`src/rtl/tl_pkg.sv`:
```
// Shared types for the intersection controller and the light datapath.
// Lamp encodings are fixed by the signal heads; 2'b11 is never driven.
package tl_pkg;

  typedef enum logic [1:0] {
    RED    = 2'b00,
    GREEN  = 2'b01,
    YELLOW = 2'b10
  } light_t;

  typedef enum logic [2:0] {
    ALL_RED,
    NS_GREEN,
    NS_YELLOW,
    EW_GREEN,
    EW_YELLOW,
    PED_WALK
  } ctrl_state_t;

  typedef enum logic {
    NS = 1'b0,
    EW = 1'b1
  } dir_t;

endpackage

```
`src/rtl/tl_dwell_timer.sv`:
```
// Dwell counter: restarts at 0 on clear, counts up each cycle, and flags the
// last cycle of a dwell. The dwell is one bit wider so that 2^CW is legal.
module tl_dwell_timer #(
  parameter int CW = 4
) (
  input  logic          clk,
  input  logic          reset,
  input  logic          clear,
  input  logic [CW:0]   dwell,
  output logic [CW-1:0] count,
  output logic          last
);

  always_ff @(posedge clk) begin
    if (reset || clear) count <= '0;
    else                count <= count + 1'b1;
  end

  assign last = ({1'b0, count} == (dwell - {{CW{1'b0}}, 1'b1}));

endmodule

```
`src/rtl/intersection_ctrl.sv`:
```
// Two-phase intersection controller with pedestrian walk phase.
// Lamps and walk are a Moore decode of the registered state.
module intersection_ctrl
  import tl_pkg::*;
#(
  parameter int RED_CLR   = 2,
  parameter int GREEN_MIN = 6,
  parameter int GREEN_MAX = 12,
  parameter int YELLOW_T  = 3,
  parameter int WALK_T    = 5,
  parameter int CW        = 4
) (
  input  logic       clk,
  input  logic       reset,
  input  logic       ns_car,
  input  logic       ew_car,
  input  logic       ped_req,
  output logic [1:0] light_ns,
  output logic [1:0] light_ew,
  output logic       walk,
  output logic       ped_pend
);

  localparam int DMAX = 1 << CW;

  if (RED_CLR < 1 || RED_CLR > DMAX) begin : g_bad_red_clr
    $error("RED_CLR out of range");
  end
  if (GREEN_MIN < 1 || GREEN_MIN > DMAX) begin : g_bad_green_min
    $error("GREEN_MIN out of range");
  end
  if (GREEN_MAX < 1 || GREEN_MAX > DMAX || GREEN_MAX < GREEN_MIN) begin : g_bad_green_max
    $error("GREEN_MAX out of range or below GREEN_MIN");
  end
  if (YELLOW_T < 1 || YELLOW_T > DMAX) begin : g_bad_yellow
    $error("YELLOW_T out of range");
  end
  if (WALK_T < 1 || WALK_T > DMAX) begin : g_bad_walk
    $error("WALK_T out of range");
  end

  typedef logic [CW:0] dwell_t;
  localparam dwell_t RED_D  = dwell_t'(RED_CLR);
  localparam dwell_t GMIN_D = dwell_t'(GREEN_MIN);
  localparam dwell_t GMAX_D = dwell_t'(GREEN_MAX);
  localparam dwell_t YEL_D  = dwell_t'(YELLOW_T);
  localparam dwell_t WALK_D = dwell_t'(WALK_T);

  ctrl_state_t   state, state_next;
  dir_t          next_dir;
  dwell_t        dwell;
  logic [CW-1:0] count;
  logic          last;
  logic          clear;
  logic          ns_demand, ew_demand;
  light_t        ns_lamp, ew_lamp;

  tl_dwell_timer #(.CW(CW)) u_timer (
    .clk   (clk),
    .reset (reset),
    .clear (clear),
    .dwell (dwell),
    .count (count),
    .last  (last)
  );

  assign ns_demand = ew_car | ped_pend;
  assign ew_demand = ns_car | ped_pend;
  assign clear     = (state_next != state);

  always_ff @(posedge clk) begin
    if (reset) state <= ALL_RED;
    else       state <= state_next;
  end

  // Green compares against GREEN_MIN only while the minimum point is still
  // ahead; past it, only GREEN_MAX can end the phase.
  always_comb begin
    state_next = state;
    dwell      = RED_D;
    case (state)
      ALL_RED: begin
        dwell = RED_D;
        if (last) begin
          if (ped_pend)            state_next = PED_WALK;
          else if (next_dir == NS) state_next = NS_GREEN;
          else                     state_next = EW_GREEN;
        end
      end
      NS_GREEN: begin
        dwell = (ns_demand && ({1'b0, count} < GMIN_D)) ? GMIN_D : GMAX_D;
        if (last) state_next = NS_YELLOW;
      end
      NS_YELLOW: begin
        dwell = YEL_D;
        if (last) state_next = ALL_RED;
      end
      EW_GREEN: begin
        dwell = (ew_demand && ({1'b0, count} < GMIN_D)) ? GMIN_D : GMAX_D;
        if (last) state_next = EW_YELLOW;
      end
      EW_YELLOW: begin
        dwell = YEL_D;
        if (last) state_next = ALL_RED;
      end
      PED_WALK: begin
        dwell = WALK_D;
        if (last) state_next = (next_dir == NS) ? NS_GREEN : EW_GREEN;
      end
      default: state_next = ALL_RED;
    endcase
  end

  always_ff @(posedge clk) begin
    if (reset)                                              next_dir <= NS;
    else if (state_next == NS_YELLOW && state != NS_YELLOW) next_dir <= EW;
    else if (state_next == EW_YELLOW && state != EW_YELLOW) next_dir <= NS;
  end

  // Walk entry clears the latch; presses during the walk itself are dropped.
  always_ff @(posedge clk) begin
    if (reset)                                            ped_pend <= 1'b0;
    else if (state_next == PED_WALK && state != PED_WALK) ped_pend <= 1'b0;
    else if (ped_req && state != PED_WALK)                ped_pend <= 1'b1;
  end

  always_comb begin
    ns_lamp = RED;
    ew_lamp = RED;
    walk    = 1'b0;
    case (state)
      NS_GREEN:  ns_lamp = GREEN;
      NS_YELLOW: ns_lamp = YELLOW;
      EW_GREEN:  ew_lamp = GREEN;
      EW_YELLOW: ew_lamp = YELLOW;
      PED_WALK:  walk    = 1'b1;
      default: ;
    endcase
  end

  assign light_ns = ns_lamp;
  assign light_ew = ew_lamp;

endmodule

```
`config.mk`:
```
export PLATFORM = sky130hd
export DESIGN_NAME = intersection_ctrl
export DESIGN_NICKNAME = d
export VERILOG_FILES = /design/src/rtl/tl_pkg.sv /design/src/rtl/tl_dwell_timer.sv /design/src/rtl/intersection_ctrl.sv
export SDC_FILE = /design/constraint.sdc
export NUM_CORES = 1
export LEC_CHECK = 0
export ABC_AREA = 1
export CAP_MARGIN = 20
export CORE_MARGIN = 2
export CORE_UTILIZATION = 35
export DETAILED_ROUTE_END_ITERATION = 8
export PLACE_DENSITY_LB_ADDON = 0.3
export SYNTH_ARGS = -nofsm -noshare
export SYNTH_HDL_FRONTEND = slang
export SYNTH_HIERARCHICAL = 1
export SYNTH_SLANG_ARGS = --single-unit
```
`constraint.sdc`:
```
create_clock -name clk -period 3.7 [get_ports clk]
set_input_delay 0.74 -clock clk [delete_from_list [all_inputs] [get_ports clk]]
set_output_delay 0.74 -clock clk [all_outputs]
set_load 0.01 [all_outputs]
```
==> run metrics <==
status complete, no violations; Design Area, Final about 860 µm²; HP Start next_dir; DPL Wire Length 1.16 mm; Clock Skews 0.338 ps; Ys Warns 6; CTS root buffer clkbuf_4; Leakage 0.423 nW; total area of sequential cells 180 µm²; Syn Area/Cell 5.87 µm²; mux share of post-synthesis cell area 0%; number of global-route vias before repair 690; height of the die 48.5 µm; Req. time, crit path 3900 ps; worst hold path class flop to flop; I/O Buffers 10; WP data arrival around 3500 ps; Antenna Nets Post-Route 0; Vias 742; share of cells above drive strength 1 between 8 and 9%; Syn Inst Count 118; CP max FO 4; GP Congestion 0.861; critical path launch point type primary input; Post-Route WL 1.47 mm; filler cell count 204; Wirelength per Cell 9.11 µm; drc violations 0; I/O pin cnt 11; Hold Buf Count CTS 0; initial antenna violation count 0; FF-to-FF Start state[1]; Mapped Area 693 µm²; CTS H-tree lvls 1; worst vdd ir 305 µV; WHS Path Cells 2; first-pass GRT wire length ~2.6 mm; Max Slew Vio Count 0; sequential element share of the synthesized area 26.0%; setup tns final 0 ps; xor-xnor portion of the synthesized cell area 1.26%; RSZ-0062 raised after global routing no; Fmax 302 MHz; leading cell types in the layout, fill and taps excluded nand2_1 (34), inv_1 (19), nor2_1 (18), clkdlybuf4s50_1 (10); Rows 16; Worst R2R Setup Slack 660 ps; CTS buffer count 3; Pwr Density 618 nW/µm²; Worst-Skew Late Latency around 250 ps; total track usage 14.0%; GR Overflow Total 0; flops & latches, synth 9; Die ar. about 2400 µm²; slew at the pin closest to its max-slew limit 489 ps; Post-Synth Simple-Gate Area 48.0%; core area 1920 µm²; Pre-antenna DRT Iters 4; CTS Sinks 9; commonest non-fill, non-tap cell in the layout nand2_1; crit path time final 3310 ps; Initial DRC Count 12; nets@finish 142; Ant. Diodes 0; Syn-to-layout area delta 24.7%; Vias/cell between 4 and 5; die width 48.5 µm; dpl cell area 838 µm²; largest net degree at the start of global routing 8; CP Class primary input to flop; # Max-Cap Violations 0; Synth Area in Adders between 3 and 4%; Longest Clk Path Bufs 2; Post-CTS Setup Inserts 0; r2r endpoint u_timer/count[3]; Synth Area in Compound Gates 9.21%; CTS tree built; hold path endpoint next_dir; Finish-stage setup viols 0; Initial Util between 30% and 40%; largest family of logic cells by synthesized area simple AND/OR/NAND/NOR gates; Distinct cells, synth 24; Hold Violations, Final 0; post-CTS resize count 0; Final Cycle Share 89.4%; Setup crit end kind flop; CTS clk-pin slew, worst paths 60 ps; R2R depth 22; relative slew slack 67.1%; multi-input logic area 438 µm²
## critical path, cell delays in order
cell	delay (ps)
clkdlybuf4s50_1	460
nor2_1	40
nor2_1	140
nand2_1	70
nand3_1	80
inv_1	50
ha_1	280
inv_1	40
nand2_1	50
nand2_1	40
nor2_1	90
nand3_1	80
nor2_1	280
inv_1	120
nor2_1	110
nor2_1	50
nand2_1	110
nand2_1	60
nand2_1	50
nand4_1	70
or2_4	280
a21oi_1	120
o21a_1	120
## synthesized netlist by cell type
| cell type | n | area, µm² |
|---|---|---|
| a21o_1 | 1 | 7.51 |
| a21oi_1 | 6 | 30.0 |
| a31oi_1 | 1 | 6.26 |
| conb_1 | 1 | 3.75 |
| dfxtp_1 | 9 | 180 |
| ha_1 | 2 | 25.0 |
| inv_1 | 19 | 71.3 |
| inv_2 | 2 | 7.51 |
| nand2_1 | 34 | 128 |
| nand2_2 | 1 | 6.26 |
| nand2_4 | 1 | 11.3 |
| nand3_1 | 9 | 45.0 |
| nand3_2 | 1 | 10.0 |
| nand3b_1 | 1 | 7.51 |
| nand4_1 | 4 | 25.0 |
| nor2_1 | 18 | 67.6 |
| nor2_4 | 1 | 11.3 |
| nor3_1 | 1 | 5.00 |
| nor3b_1 | 1 | 7.51 |
| o21a_1 | 1 | 7.51 |
| o21ai_0 | 1 | 5.00 |
| o31ai_1 | 1 | 7.51 |
| or2_4 | 1 | 8.76 |
| xnor2_1 | 1 | 8.76 |
## per-layer routing
layer  up-vias  routed length [µm]  GRT usage [%]
met5         -                   0              0
met4         0                  21           8.10
met3         4                  39           1.23
met2        17                 689           23.1
met1       322                 715           17.8
li1        399                   -              -
## cells by family (layout without fill, tap and decap cells)
logic type,count (synthesis),count (layout)
other,1,2
buffers and inverters,21,36
adder cells (fa/ha/maj),2,2
flip-flops,9,9
XOR/XNOR,1,1
AO/OA/AOI/OAI,11,11
AND/OR/NAND/NOR,73,73
## flip-flops by register name, summed over array words and instances (netlist names)
signal,cells
u_timer/count,4
next_dir,1
ped_pend,1
state,3
## per-stage QoR
stage | total power, mW | worst slack (ps) | std cells | hold slack [ps] | utilization, %
final | 0.534 | 392 | 161 | 468 | 45.0
after global routing | 0.596 | 104 | 161 | 493 | 45.0
after CTS | 0.536 | 400 | 161 | 469 | 45.0
after detailed placement | 0.458 | 132 | 157 | 461 | 43.6
after global placement | 0.455 | 160 | 157 | 452 | 43.6
after floorplan | 0.378 | 821 | 119 | 434 | -
## cell type report
| class | instances | area share (%) |
|---|---|---|
| tap | 27 | 3.91 |
| multi-input combinational | 89 | 50.7 |
| sequential | 9 | 20.8 |
| timing repair buffer | 11 | 12.4 |
| clock buffer | 4 | 3.04 |
| inverter | 21 | 9.12 |
## where the power goes
group	switching, mW	internal (mW)
Clock	0.0319	0.0414
Sequential	0.0307	0.120
Combinational	0.183	0.128
## worst max-delay path by stage
stage | start | end | slack (ps)
floorplan | ns_car | u_timer/count[3] | 820
global placement | ns_car | u_timer/count[3] | 160
detailed placement | ns_car | u_timer/count[3] | 130
CTS | ns_car | u_timer/count[3] | 400
global route | ns_car | u_timer/count[3] | 100
finish | ns_car | u_timer/count[3] | 390
Note: power is estimated with default switching activity, not from simulation.
==> variant, RTL diff (config.mk and constraints unchanged) <==
Add an input register stage for `ns_car`, `ew_car` and `ped_req`; this delays them by one clock.
--- a/src/rtl/intersection_ctrl.sv
+++ b/src/rtl/intersection_ctrl.sv
@@ -24,2 +24,12 @@
   localparam int DMAX = 1 << CW;
+
+  logic ns_car_q;
+  logic ew_car_q;
+  logic ped_req_q;
+
+  always_ff @(posedge clk) begin
+    ns_car_q  <= ns_car;
+    ew_car_q  <= ew_car;
+    ped_req_q <= ped_req;
+  end
 
@@ -66,4 +76,4 @@
 
-  assign ns_demand = ew_car | ped_pend;
-  assign ew_demand = ns_car | ped_pend;
+  assign ns_demand = ew_car_q | ped_pend;
+  assign ew_demand = ns_car_q | ped_pend;
   assign clear     = (state_next != state);
@@ -123,3 +133,3 @@
     else if (state_next == PED_WALK && state != PED_WALK) ped_pend <= 1'b0;
-    else if (ped_req && state != PED_WALK)                ped_pend <= 1'b1;
+    else if (ped_req_q && state != PED_WALK)                ped_pend <= 1'b1;
   end
Check against the original RTL: not equivalent (a bounded check fails within 4 cycles, from zero or initial values and one cycle with reset high).
==> variant against the unedited design <==
- non-clock buffer count decreased by 1
- area after synthesis increased by 9.9%
- core utilization increased by 0.51 points
- clock skew about the same
- sequential cell count increased by 3
- setup slack improved by 0.31 ns
- total power increased by 6.4%
- routed wire length increased by 8.9%
- cell count increased by 1.2%
- design area increased by 5.4%
- fmax increased by 10%
- die area increased by 9.1%
- clock power increased by 5.4%
==> variant: results (changes against the unedited design) <==
Drt
  – Vias per Instance: 4.69 (+1.7%)
  – DRT iter0 DRCs: 32 (+20)

Global route
  – Pin count of the biggest net entering global routing: 12 (+4)
  – M2 GR Usage: 21.5% (-1.7 points)
  – Number of global-route vias before repair: 620 (-10%)
  – GRT Total Usage: 13.1% (-0.84 points)
  – Met1 Use GR: 16.2% (-1.6 points)
  – Initial antenna violation count: 0 (unchanged)
  – Global-route wire length before repair: 2510 um (-5.0%)

Synthesis
  – Post-synthesis sequential area ratio: 31.5% (+5.5 points)
  – Top cells by area, synth: dfxtp_1 (32%), nand2_1 (19%), inv_1 (9.4%)
  – Synth cell count leaders: nand2_1 (38), inv_1 (19), nor2_1 (15), dfxtp_1 (12), nand3_1 (9)

Final layout
  – Fraction of layout cells with a size suffix above 1: 7.35% (-0.86 points)
  – NumNets Final: 145 (+2.1%)

Clock tree
  – CTS resizes: 0 (unchanged)

Place
  – Post-place setup slack: 0.759 ns (+0.628 ns)
  – RD Place Congestion: 0.883 (+2.6%)
  – DP HPWL: 1280 um (+10%)
  – Placed Area: 888 sq um (+6.0%)

Setup path
  – Critical path class: reg -> reg
  – Critical Path AT: 3.22 ns (-0.29 ns)
  – R2R cell count: 20 (-9.1%)
  – Worst-path fanout max: 11 (+7)
  – Crit path launch: state[2]$_SDFF_PP0_
  – Reg2Reg Setup Slack: 0.70 ns (+0.04 ns)

Power and ir drop
  – Leakage: 0.439 nW (+3.8%)
  – Max VDD drop: 0.347 mV (+14%)

Timing
  – Fmax: 333 MHz (+10%)
  – Final Skew: 0.000594 ns (+0.000255 ns)
  – Min Hold Slack: 0.493 ns (+0.0252 ns)

Status
  – Status: complete, no violations
variant: cell count changes after synthesis, sizes merged, moves of 2 or more:
cell	unedited run	this run
dfxtp	9	12
nand2	36	39
nand4	4	2
o21ai	1	4
variant: per-stage QoR:
stage	util (%)	instances
floorplan	-	124
global placement	44.4	160
detailed placement	44.4	160
CTS	45.5	163
global route	45.5	163
finish	45.5	163
variant: where the power goes:
part           switching, mW  internal (mW)  total [mW]
combinational          0.172          0.123       0.295
sequential            0.0417          0.154       0.196
clock                 0.0398         0.0376      0.0774
total                  0.253          0.315       0.568
variant: worst min-delay path, cell delays in order, from the launching register on:
cell	delay (ns)
dfxtp_1	0.33
a21oi_1	0.06
nor2_1	0.07
variant: layout make-up:
cell class / instances / area (sq um)
fill: 211 / 1090
multi-input combinational: 91 / 439
sequential: 12 / 240
timing repair buffer: 10 / 100
inverter: 20 / 75.1
tap: 27 / 33.8
clock buffer: 3 / 22.5
variant: cell families (layout without fill, tap and decap cells):
| kind of cell | Yosys count | after routing | synth area share, % |
|---|---|---|---|
| and+or+nand+nor | 74 | 74 | 43.2 |
| buffers and inverters | 21 | 33 | 11.3 |
| AOI/OAI and AO/OA | 12 | 12 | 9.03 |
| DFF | 12 | 12 | 31.5 |
| adders and majority gates | 2 | 2 | 3.28 |
| other | 1 | 2 | 0.492 |
| xor gates and xnor gates | 1 | 1 | 1.15 |
variant: per-layer routing:
metal  up-vias  part of all wire, %
met1       335                   48
met4         0                    0
met5         -                    0
met2        16                   48
li1        413                    -
met3         0                  3.9
